`config.mk`:
```
export PLATFORM = sky130hd
export DESIGN_NAME = wb_regfile
export DESIGN_NICKNAME = d
export VERILOG_FILES = /design/src/rtl/wb_regfile_pkg.sv /design/src/rtl/wb_regfile_array.sv /design/src/rtl/wb_regfile.sv
export SDC_FILE = /design/constraint.sdc
export NUM_CORES = 1
export LEC_CHECK = 0
export CAP_MARGIN = 15
export CORE_MARGIN = 8
export CORE_UTILIZATION = 60
export CTS_BUF_LIST = sky130_fd_sc_hd__clkbuf_8
export DETAILED_ROUTE_END_ITERATION = 10
export PLACE_DENSITY = 0.82
export SLEW_MARGIN = 20
export SYNTH_ARGS = -nofsm -noshare
export SYNTH_HDL_FRONTEND = slang
export SYNTH_SLANG_ARGS = --single-unit
```
`constraint.sdc`:
```
create_clock -name Clk -period 5.6 [get_ports Clk]
set_input_delay 0.56 -clock Clk [delete_from_list [all_inputs] [get_ports Clk]]
set_output_delay 0.56 -clock Clk [all_outputs]
set_load 0.01 [all_outputs]
```
`src/rtl/wb_regfile_pkg.sv`:
```
// -----------------------------------------------------------------------------
// wb_regfile_pkg
// Shared CPU constants and types for the write-back register file and the
// pipeline stage registers that feed it.
//   DATA_W : register and datapath width
//   NREG   : number of architectural registers
//   IDX_W  : register index width (log2 of NREG)
//   CNT_W  : width of the committed-write counter
// -----------------------------------------------------------------------------
package wb_regfile_pkg;

  localparam int DATA_W = 16;
  localparam int NREG   = 16;
  localparam int IDX_W  = 4;
  localparam int CNT_W  = 16;

  typedef logic [IDX_W-1:0] reg_idx_t;

endpackage : wb_regfile_pkg

```
`src/rtl/wb_regfile_array.sv`:
```
// -----------------------------------------------------------------------------
// regfile_array
// Storage for the architectural registers: one synchronous write port and
// three combinational read ports (two operand ports plus a debug port).
// Ports:
//   clk, rst            : clock and synchronous active-high reset (clears all)
//   we, waddr, wdata    : write port, applied on posedge clk when rst is low
//   raddr_a / rdata_a   : operand read port A
//   raddr_b / rdata_b   : operand read port B
//   raddr_d / rdata_d   : debug read port
// -----------------------------------------------------------------------------
module regfile_array
  import wb_regfile_pkg::*;
#(
  parameter int DATA_W = wb_regfile_pkg::DATA_W,
  parameter int NREG   = wb_regfile_pkg::NREG
) (
  input  logic              clk,
  input  logic              rst,
  input  logic              we,
  input  logic [IDX_W-1:0]  waddr,
  input  logic [DATA_W-1:0] wdata,
  input  logic [IDX_W-1:0]  raddr_a,
  input  logic [IDX_W-1:0]  raddr_b,
  input  logic [IDX_W-1:0]  raddr_d,
  output logic [DATA_W-1:0] rdata_a,
  output logic [DATA_W-1:0] rdata_b,
  output logic [DATA_W-1:0] rdata_d
);

  logic [DATA_W-1:0] mem_r [NREG];

  // Register storage: reset clears every entry and discards a coincident write.
  always_ff @(posedge clk) begin
    if (rst) begin
      for (int i = 0; i < NREG; i++) begin
        mem_r[i] <= '0;
      end
    end else if (we) begin
      mem_r[waddr] <= wdata;
    end
  end

  // Combinational read ports straight from storage.
  always_comb begin
    rdata_a = mem_r[raddr_a];
    rdata_b = mem_r[raddr_b];
    rdata_d = mem_r[raddr_d];
  end

endmodule : regfile_array

```
`src/rtl/wb_regfile.sv`:
```
// -----------------------------------------------------------------------------
// wb_regfile
// Write-back stage register file. Selects the write-back value (load data or
// ALU result), commits it to the register array, and bypasses it to the
// decode-stage read ports so decode sees the value written at the next edge.
// Ports:
//   Clk, Rst            : clock and synchronous active-high reset
//   RegWrite3           : write-back enable from MEM/WB
//   MemotoReg3          : 1 = write DataOut3, 0 = write Result3
//   DataOut3, Result3   : load data and ALU result candidates
//   RegWriteIndex3      : destination register index
//   ReadIndexA/B        : decode source indices
//   ReadDataA/B         : source operand values (combinational, bypassed)
//   DbgIndex / DbgData  : debug read, one-cycle latency, no bypass
//   WbCount             : count of committed register writes (wraps)
//   WbData              : selected write-back value for EX forwarding
// -----------------------------------------------------------------------------
module wb_regfile
  import wb_regfile_pkg::*;
#(
  parameter int DATA_W = wb_regfile_pkg::DATA_W,
  parameter int NREG   = wb_regfile_pkg::NREG
) (
  input  logic              Clk,
  input  logic              Rst,
  input  logic              RegWrite3,
  input  logic              MemotoReg3,
  input  logic [DATA_W-1:0] DataOut3,
  input  logic [DATA_W-1:0] Result3,
  input  logic [IDX_W-1:0]  RegWriteIndex3,
  input  logic [IDX_W-1:0]  ReadIndexA,
  input  logic [IDX_W-1:0]  ReadIndexB,
  output logic [DATA_W-1:0] ReadDataA,
  output logic [DATA_W-1:0] ReadDataB,
  input  logic [IDX_W-1:0]  DbgIndex,
  output logic [DATA_W-1:0] DbgData,
  output logic [CNT_W-1:0]  WbCount,
  output logic [DATA_W-1:0] WbData
);

  logic [DATA_W-1:0] wb_data_s;
  logic [DATA_W-1:0] arr_a_s;
  logic [DATA_W-1:0] arr_b_s;
  logic [DATA_W-1:0] arr_d_s;
  logic              bypass_a_s;
  logic              bypass_b_s;
  logic [DATA_W-1:0] dbg_data_r;
  logic [CNT_W-1:0]  wb_count_r;

  // Write-back source mux; valid whether or not a write is enabled.
  always_comb begin
    if (MemotoReg3) begin
      wb_data_s = DataOut3;
    end else begin
      wb_data_s = Result3;
    end
  end

  regfile_array #(
    .DATA_W (DATA_W),
    .NREG   (NREG)
  ) u_array (
    .clk     (Clk),
    .rst     (Rst),
    .we      (RegWrite3),
    .waddr   (RegWriteIndex3),
    .wdata   (wb_data_s),
    .raddr_a (ReadIndexA),
    .raddr_b (ReadIndexB),
    .raddr_d (DbgIndex),
    .rdata_a (arr_a_s),
    .rdata_b (arr_b_s),
    .rdata_d (arr_d_s)
  );

  // Bypass compare per read port; suppressed during reset because the
  // pending write will be discarded at the edge.
  always_comb begin
    bypass_a_s = RegWrite3 && !Rst && (ReadIndexA == RegWriteIndex3);
    bypass_b_s = RegWrite3 && !Rst && (ReadIndexB == RegWriteIndex3);
  end

  // Operand read ports: bypassed write-back value or stored contents.
  always_comb begin
    if (bypass_a_s) begin
      ReadDataA = wb_data_s;
    end else begin
      ReadDataA = arr_a_s;
    end
    if (bypass_b_s) begin
      ReadDataB = wb_data_s;
    end else begin
      ReadDataB = arr_b_s;
    end
  end

  // Debug read register: captures pre-edge array contents (no bypass).
  always_ff @(posedge Clk) begin
    if (Rst) begin
      dbg_data_r <= '0;
    end else begin
      dbg_data_r <= arr_d_s;
    end
  end

  // Committed-write counter; wraps naturally at its full width.
  always_ff @(posedge Clk) begin
    if (Rst) begin
      wb_count_r <= '0;
    end else if (RegWrite3) begin
      wb_count_r <= wb_count_r + 16'd1;
    end else begin
      wb_count_r <= wb_count_r;
    end
  end

  assign WbData  = wb_data_s;
  assign DbgData = dbg_data_r;
  assign WbCount = wb_count_r;

endmodule : wb_regfile

```
==> results of run 1 <==
==> per-stage QoR <==
| step | instance area, sq um | instances | utilization, % |
|---|---|---|---|
| after floorplan | 16400 | 1127 | - |
| after global placement | 18050 | 1539 | 67.17 |
| after detailed placement | 18050 | 1539 | 67.17 |
| after CTS | 19010 | 1626 | 70.74 |
| after global routing | 19020 | 1626 | 70.77 |
| final | 19020 | 1626 | 70.77 |
==> worst min-delay path: stages, from the launching register on <==
cell and delay [ns]:
dfxtp_1 0.33, o31ai_1 0.06, a21oi_1 0.05
==> layout by cell type (no fill, tap or decap), types with 15 or more instances in the layout <==
master / synthesis / final
nand2b_1: 17 / 17
mux4_2: 208 / 208
nor2b_1: 21 / 17
buf_4: 13 / 50
dfxtp_1: 32 / 32
mux2i_1: 49 / 34
inv_1: 20 / 34
a221oi_1: 33 / 33
edfxtp_1: 256 / 256
clkdlybuf4s50_1: 0 / 124
nor2_1: 272 / 270
a22o_1: 32 / 32
mux2i_2: 0 / 15
clkbuf_8: 0 / 56
nand2_1: 17 / 17
==> per-layer routing <==
layer / vias to the layer above / track usage (%) / wire [um]
li1: 4695 / - / -
met2: 1163 / 45.69 / 22530
met1: 5772 / 37.62 / 16500
met3: 201 / 11.23 / 8135
met5: - / 0 / 26
met4: 4 / 13.74 / 2352
==> layout make-up <==
class / instances / area share [%]
clock buffers: 56 / 4.052
clock inverters: 31 / 0.9999
inverters: 20 / 0.3947
multi-input cells: 711 / 39.78
flip-flops and latches: 288 / 43.79
well taps: 341 / 2.243
repair buffers: 179 / 8.743
==> cells by family (layout without fill, tap and decap cells) <==
group / after synthesis / in the layout / share of synthesized area, %
AOI/OAI and AO/OA: 76 / 76 / 3.861
adders and majority gates: 1 / 1 / 0.07629
DFF: 288 / 288 / 50.79
xor gates and xnor gates: 16 / 16 / 0.8546
and+or+nand+nor: 361 / 361 / 9.355
muxes: 257 / 257 / 31.56
buffers and inverters: 128 / 286 / 3.510
==> power by group <==
| group | internal (uW) | switching [uW] |
|---|---|---|
| clock network | 1000 | 860 |
| registers | 2470 | 91.8 |
| logic | 481 | 469 |
| total | 3950 | 1420 |
==> final timing paths <==
check                       from            to  slack [ns]  cells after the start
max                ReadIndexA[3]  ReadDataA[4]        1.56                      6
min                  WbCount[15]   WbCount[15]        0.49                      2
max reg2reg  u_array.mem_r[5][0]    DbgData[0]        3.76                      3
min reg2reg          WbCount[15]   WbCount[15]        0.49                      2
==> cells in the mapped netlist <==
cell	count	area, sq um
nor2b_1	21	131.4
xnor2_1	9	78.83
clkbuf_1	58	217.7
a221oi_1	33	289.0
buf_1	15	56.30
or3_1	4	25.02
mux2i_1	49	490.5
and3_1	1	6.260
a22o_1	32	280.3
buf_4	13	97.59
nand2_1	17	63.81
nand4_2	1	12.51
nor2_1	272	1021
or4_1	1	7.510
dfxtp_1	32	640.6
buf_2	19	95.09
a21oi_1	5	25.02
edfxtp_1	256	7687
buf_6	3	33.78
o31ai_1	1	7.510
nand3_2	1	10.01
o21ai_0	4	20.02
mux4_2	208	4684
nand4_1	6	37.54
and4_1	2	17.52
ha_1	1	12.51
or2_1	1	6.260
xor2_1	7	61.31
nand3_1	8	40.04
nand2b_1	17	106.4
o221a_2	1	11.26
nor3_1	6	30.03
and2_1	3	18.77
inv_1	20	75.07
==> state kept, by name, indices dropped and copies added, names as in the netlist <==
register,cells
u_array.mem_r,256
DbgData,16
WbCount,16
==> flow_summary.yaml, run 1 <==
routing:
  vias_per_cell: 7.279
  drc: 0
  wl_per_cell_um: 30.47
  drt_pass1_iterations: 7
  wl_mm: 49.55
  via_count: 11840
  drt_iter0_drc: 1711
  ant_nets: 0
clocking:
  clock_latency_ns: 0.57
  ctsHoldBuffers: 0
  post_cts_buffers: 0
  clock-root-buffer: "clkbuf_8"
  cts_resized: 0
  cts.sinks: 288
  cts_tree: "done"
  cts.path.max_buffers: 3
  cts_buffers: 47
  path_clk_slew_ns: 0.06
  htree_num_levels: 2
synth:
  netlist_instances: 1127
  ys_types: 34
  seq_area_frac_synth_pct: 50.79
  yosys_warnings: 0
  syn_area_per_cell_sq_um: 14.55
  synth_area_sq_um: 16400
  synth_seq_cells: 288
  syn-num-nets: 1180
placement:
  gp_congestion: 0.8971
  pre_cts_ws_ns: 1.526
  port_buffers: 131
  hpwl_mm: 31.91
layout:
  regArea_sq_um: 8328
  n_antenna_cell: 0
  fillCellCount: 1712
  final_nets: 1300
  multi_input_area_sq_um: 7566
  areaGrowthSynthToFinish_pct: 15.99
  final_layout_size_suffix_gt1_share_pct: 27.70
die:
  num_io_pins: 132
  die_w_um: 181.3
  start_util_pct: 61.01
  rows: 60
  core_area_sq_um: 26880
  die_area_sq_um: 32880
  die_h_um: 181.3
timing:
  grt_setup_unrepaired: "no"
  hold_viol: 0
  worstMarginPinSlew_ns: 1.171
  finalMaxSlewViolations: 0
  min_period_over_period_pct: 72.13
  setup_viol: 0
  tns_ns: 0
  slew_headroom_pct: 21.90
  max_freq_mhz: 247.6
  holdWs_ns: 0.4893
  finalClockSkew_ns: 0.01548
  finalWorstSetupSlack_ns: 1.561
  finalCriticalPeriod_ns: 4.039
worst_setup_path:
  crit_buf_inv: 3
  start_kind: "input port"
  slowest_stage: "buf_2"
  worstPathArrival_ns: 3.48
  critical_path.cell_chain: "buf_2 -> buf_4 -> mux4_2 -> a221oi_1 -> mux2i_1 -> clkdlybuf4s50_1"
  end_kind: "primary output"
  crit_path_max_incr_delay_ns: 0.73
  critical_path_peak_fanout: 34
  required_ns: 5.04
  path_class: "input port to primary output"
  crit_family: "buffers and inverters"
global_routing:
  track_usage_pct: 29.88
  antenna_found_initial: 2
  grt_overflow: 0
  grt_max_degree: 53
  grt_pass1_vias: 11950
  grt_pass1_wl_mm: 73.49
power:
  power_density_nw_per_um2: 282.4
  leakagePower_uw: 0.006794
  peakVddDrop_mv: 0.1707
  total_power_uw: 5371
min_path:
  hold_class: "flop to flop"
status:
  status: "completed"
job:
  maxCapViolCount: 0
Power figures use the tool's default switching activity.
==> inputs of run 2 (changes only) <==
- clock period: 5.6 -> 3.85 ns (I/O delays scaled with it)
==> flow_summary.yaml, run 2 (synthesized netlist as in run 1, its figures left out) <==
timing:
  slew_headroom_pct: 40.29
  worstMarginPinSlew_ns: 0.8708
  finalCriticalPeriod_ns: 3.551
  tns_ns: 0
  finalMaxSlewViolations: 0
  grt_setup_unrepaired: "no"
  max_freq_mhz: 281.6
  finalClockSkew_ns: 0.03019
  hold_viol: 0
  setup_viol: 0
  min_period_over_period_pct: 92.24
layout:
  fillCellCount: 1668
  largest_register_ffs: 256
  fin_cells: 1655
  areaGrowthSynthToFinish_pct: 17.62
  final_cell_mix: "nor2_1, edfxtp_1, mux4_2, clkdlybuf4s50_1, buf_4"
  final_layout_size_suffix_gt1_share_pct: 28.71
  regArea_sq_um: 8328
  final_nets: 1327
  multi_input_area_sq_um: 7551
  regMostFlops: "u_array.mem_r"
  final_common_cell: "nor2_1"
global_routing:
  track_usage_pct: 30.68
  grt_pass1_wl_mm: 75.52
  antenna_found_initial: 2
  grt_pass1_vias: 12130
  grt_overflow: 0
  grt_max_degree: 65
worst_setup_path:
  path_common_cell: "clkdlybuf4s50_1"
  crit_buf_inv: 2
  crit_path_max_incr_delay_ns: 0.67
  critical_path.cell_chain: "clkdlybuf4s50_1 -> nand2b_1 -> nor2_1 -> nand4_2 -> mux2i_1 -> clkdlybuf4s50_1"
  worstReg2RegStart: "u_array.mem_r[9][0]"
  start_kind: "input port"
  reg2regPathDepth: 3
  end_kind: "primary output"
  required_ns: 3.46
  slowest_stage: "nand4_2"
  critical_path_depth: 6
  crit_family: "buffers and inverters"
  critical_path_peak_fanout: 16
  r2r_setup_slack_ns: 2.05
  path_class: "input port to primary output"
  crit_path_start: "RegWrite3"
  worstPathArrival_ns: 3.17
min_path:
  hold_depth: 3
  min_from: "Rst"
  hold_class: "input port to flop"
clocking:
  clock-root-buffer: "clkbuf_8"
  path_clk_slew_ns: 0.06
  cts_tree: "done"
  cts_resized: 0
  cts.path.max_buffers: 3
  post_cts_buffers: 0
  clock_latency_ns: 0.59
  cts_buffers: 47
  htree_num_levels: 2
  cts.sinks: 288
  ctsHoldBuffers: 0
power:
  p_clk_share_pct: 35.0
  intPower_uw: 5811
  p_switching_uw: 2118
  peakVddDrop_mv: 0.2460
  pwr-share-seq_pct: 47.1
  power_density_nw_per_um2: 411.1
  leakagePower_uw: 0.006930
  p_comb_share_pct: 17.9
  swShare_pct: 26.71
routing:
  wl_mm: 50.53
  wl_per_cell_um: 30.53
  drt_pass1_iterations: 6
  drc: 0
  vias_per_cell: 7.253
  ant_nets: 0
  via_count: 12000
  drt_iter0_drc: 1660
die:
  rows: 60
  die_area_sq_um: 32880
  die_w_um: 181.3
  num_io_pins: 132
  die_h_um: 181.3
  core_area_sq_um: 26880
  start_util_pct: 61.01
placement:
  gp_congestion: 0.9153
  port_buffers: 131
  dp_cells: 1566
  hpwl_mm: 34.92
status:
  status: "completed"
job:
  maxCapViolCount: 0
-- run 2: cell types whose count changed in the layout (fill, tap and decap cells not counted), sizes merged --
cell,delta
buf,+27
bufinv,+2
clkbuf,-5
clkinv,+13
clkinvlp,-2
diode,+1
inv,-7
-- run 2: worst min-delay path: stages --
cell	delay, ns
buf_2	0.11
buf_4	0.30
nor2_1	0.15
-- run 2: final timing paths --
check,to
hold / removal,WbCount[9]
hold reg to reg,WbCount[15]
setup / recovery,ReadDataB[12]
setup reg to reg,DbgData[0]
-- run 2: metrics by stage --
step	worst slack (ns)	utilization [%]	area (sq um)	total power, uW	hold WS, ns
2_1_floorplan	1.599	-	16400	4565	0.4959
3_3_place_gp	0.4160	68.15	18320	5128	0.4740
3_5_place_dp	0.3116	68.15	18320	5172	0.4793
4_1_cts	0.3036	71.76	19280	7885	0.3968
5_1_grt	0.1562	71.76	19280	8128	0.4040
6_report	0.2986	71.76	19290	7928	0.3992
-- run 2: per-layer routing --
layer	GRT usage (%)	routed length (um)	vias to the layer above
li1	-	-	4750
met1	39.38	16810	5877
met2	46.17	22690	1201
met3	13.00	9142	173
met4	11.51	1867	2
met5	0	16	-
-- run 2: power by group through the flow --
stage / combinational [uW] / clock (uW) / sequential, uW
after floorplan: 832 / 0 / 3730
after global placement: 1370 / 0 / 3760
after detailed placement: 1390 / 0 / 3790
after CTS: 1400 / 2770 / 3720
after global routing: 1480 / 2910 / 3740
final: 1420 / 2780 / 3730
-- run 2: area by class of cell --
| class | count | area share [%] |
|---|---|---|
| well taps | 341 | 2.212 |
| diodes | 1 | 0.01297 |
| repair buffers | 206 | 10.03 |
| inverters | 20 | 0.3892 |
| clock inverters | 37 | 1.388 |
| flip-flops and latches | 288 | 43.18 |
| multi-input cells | 711 | 39.15 |
| clock buffers | 51 | 3.639 |
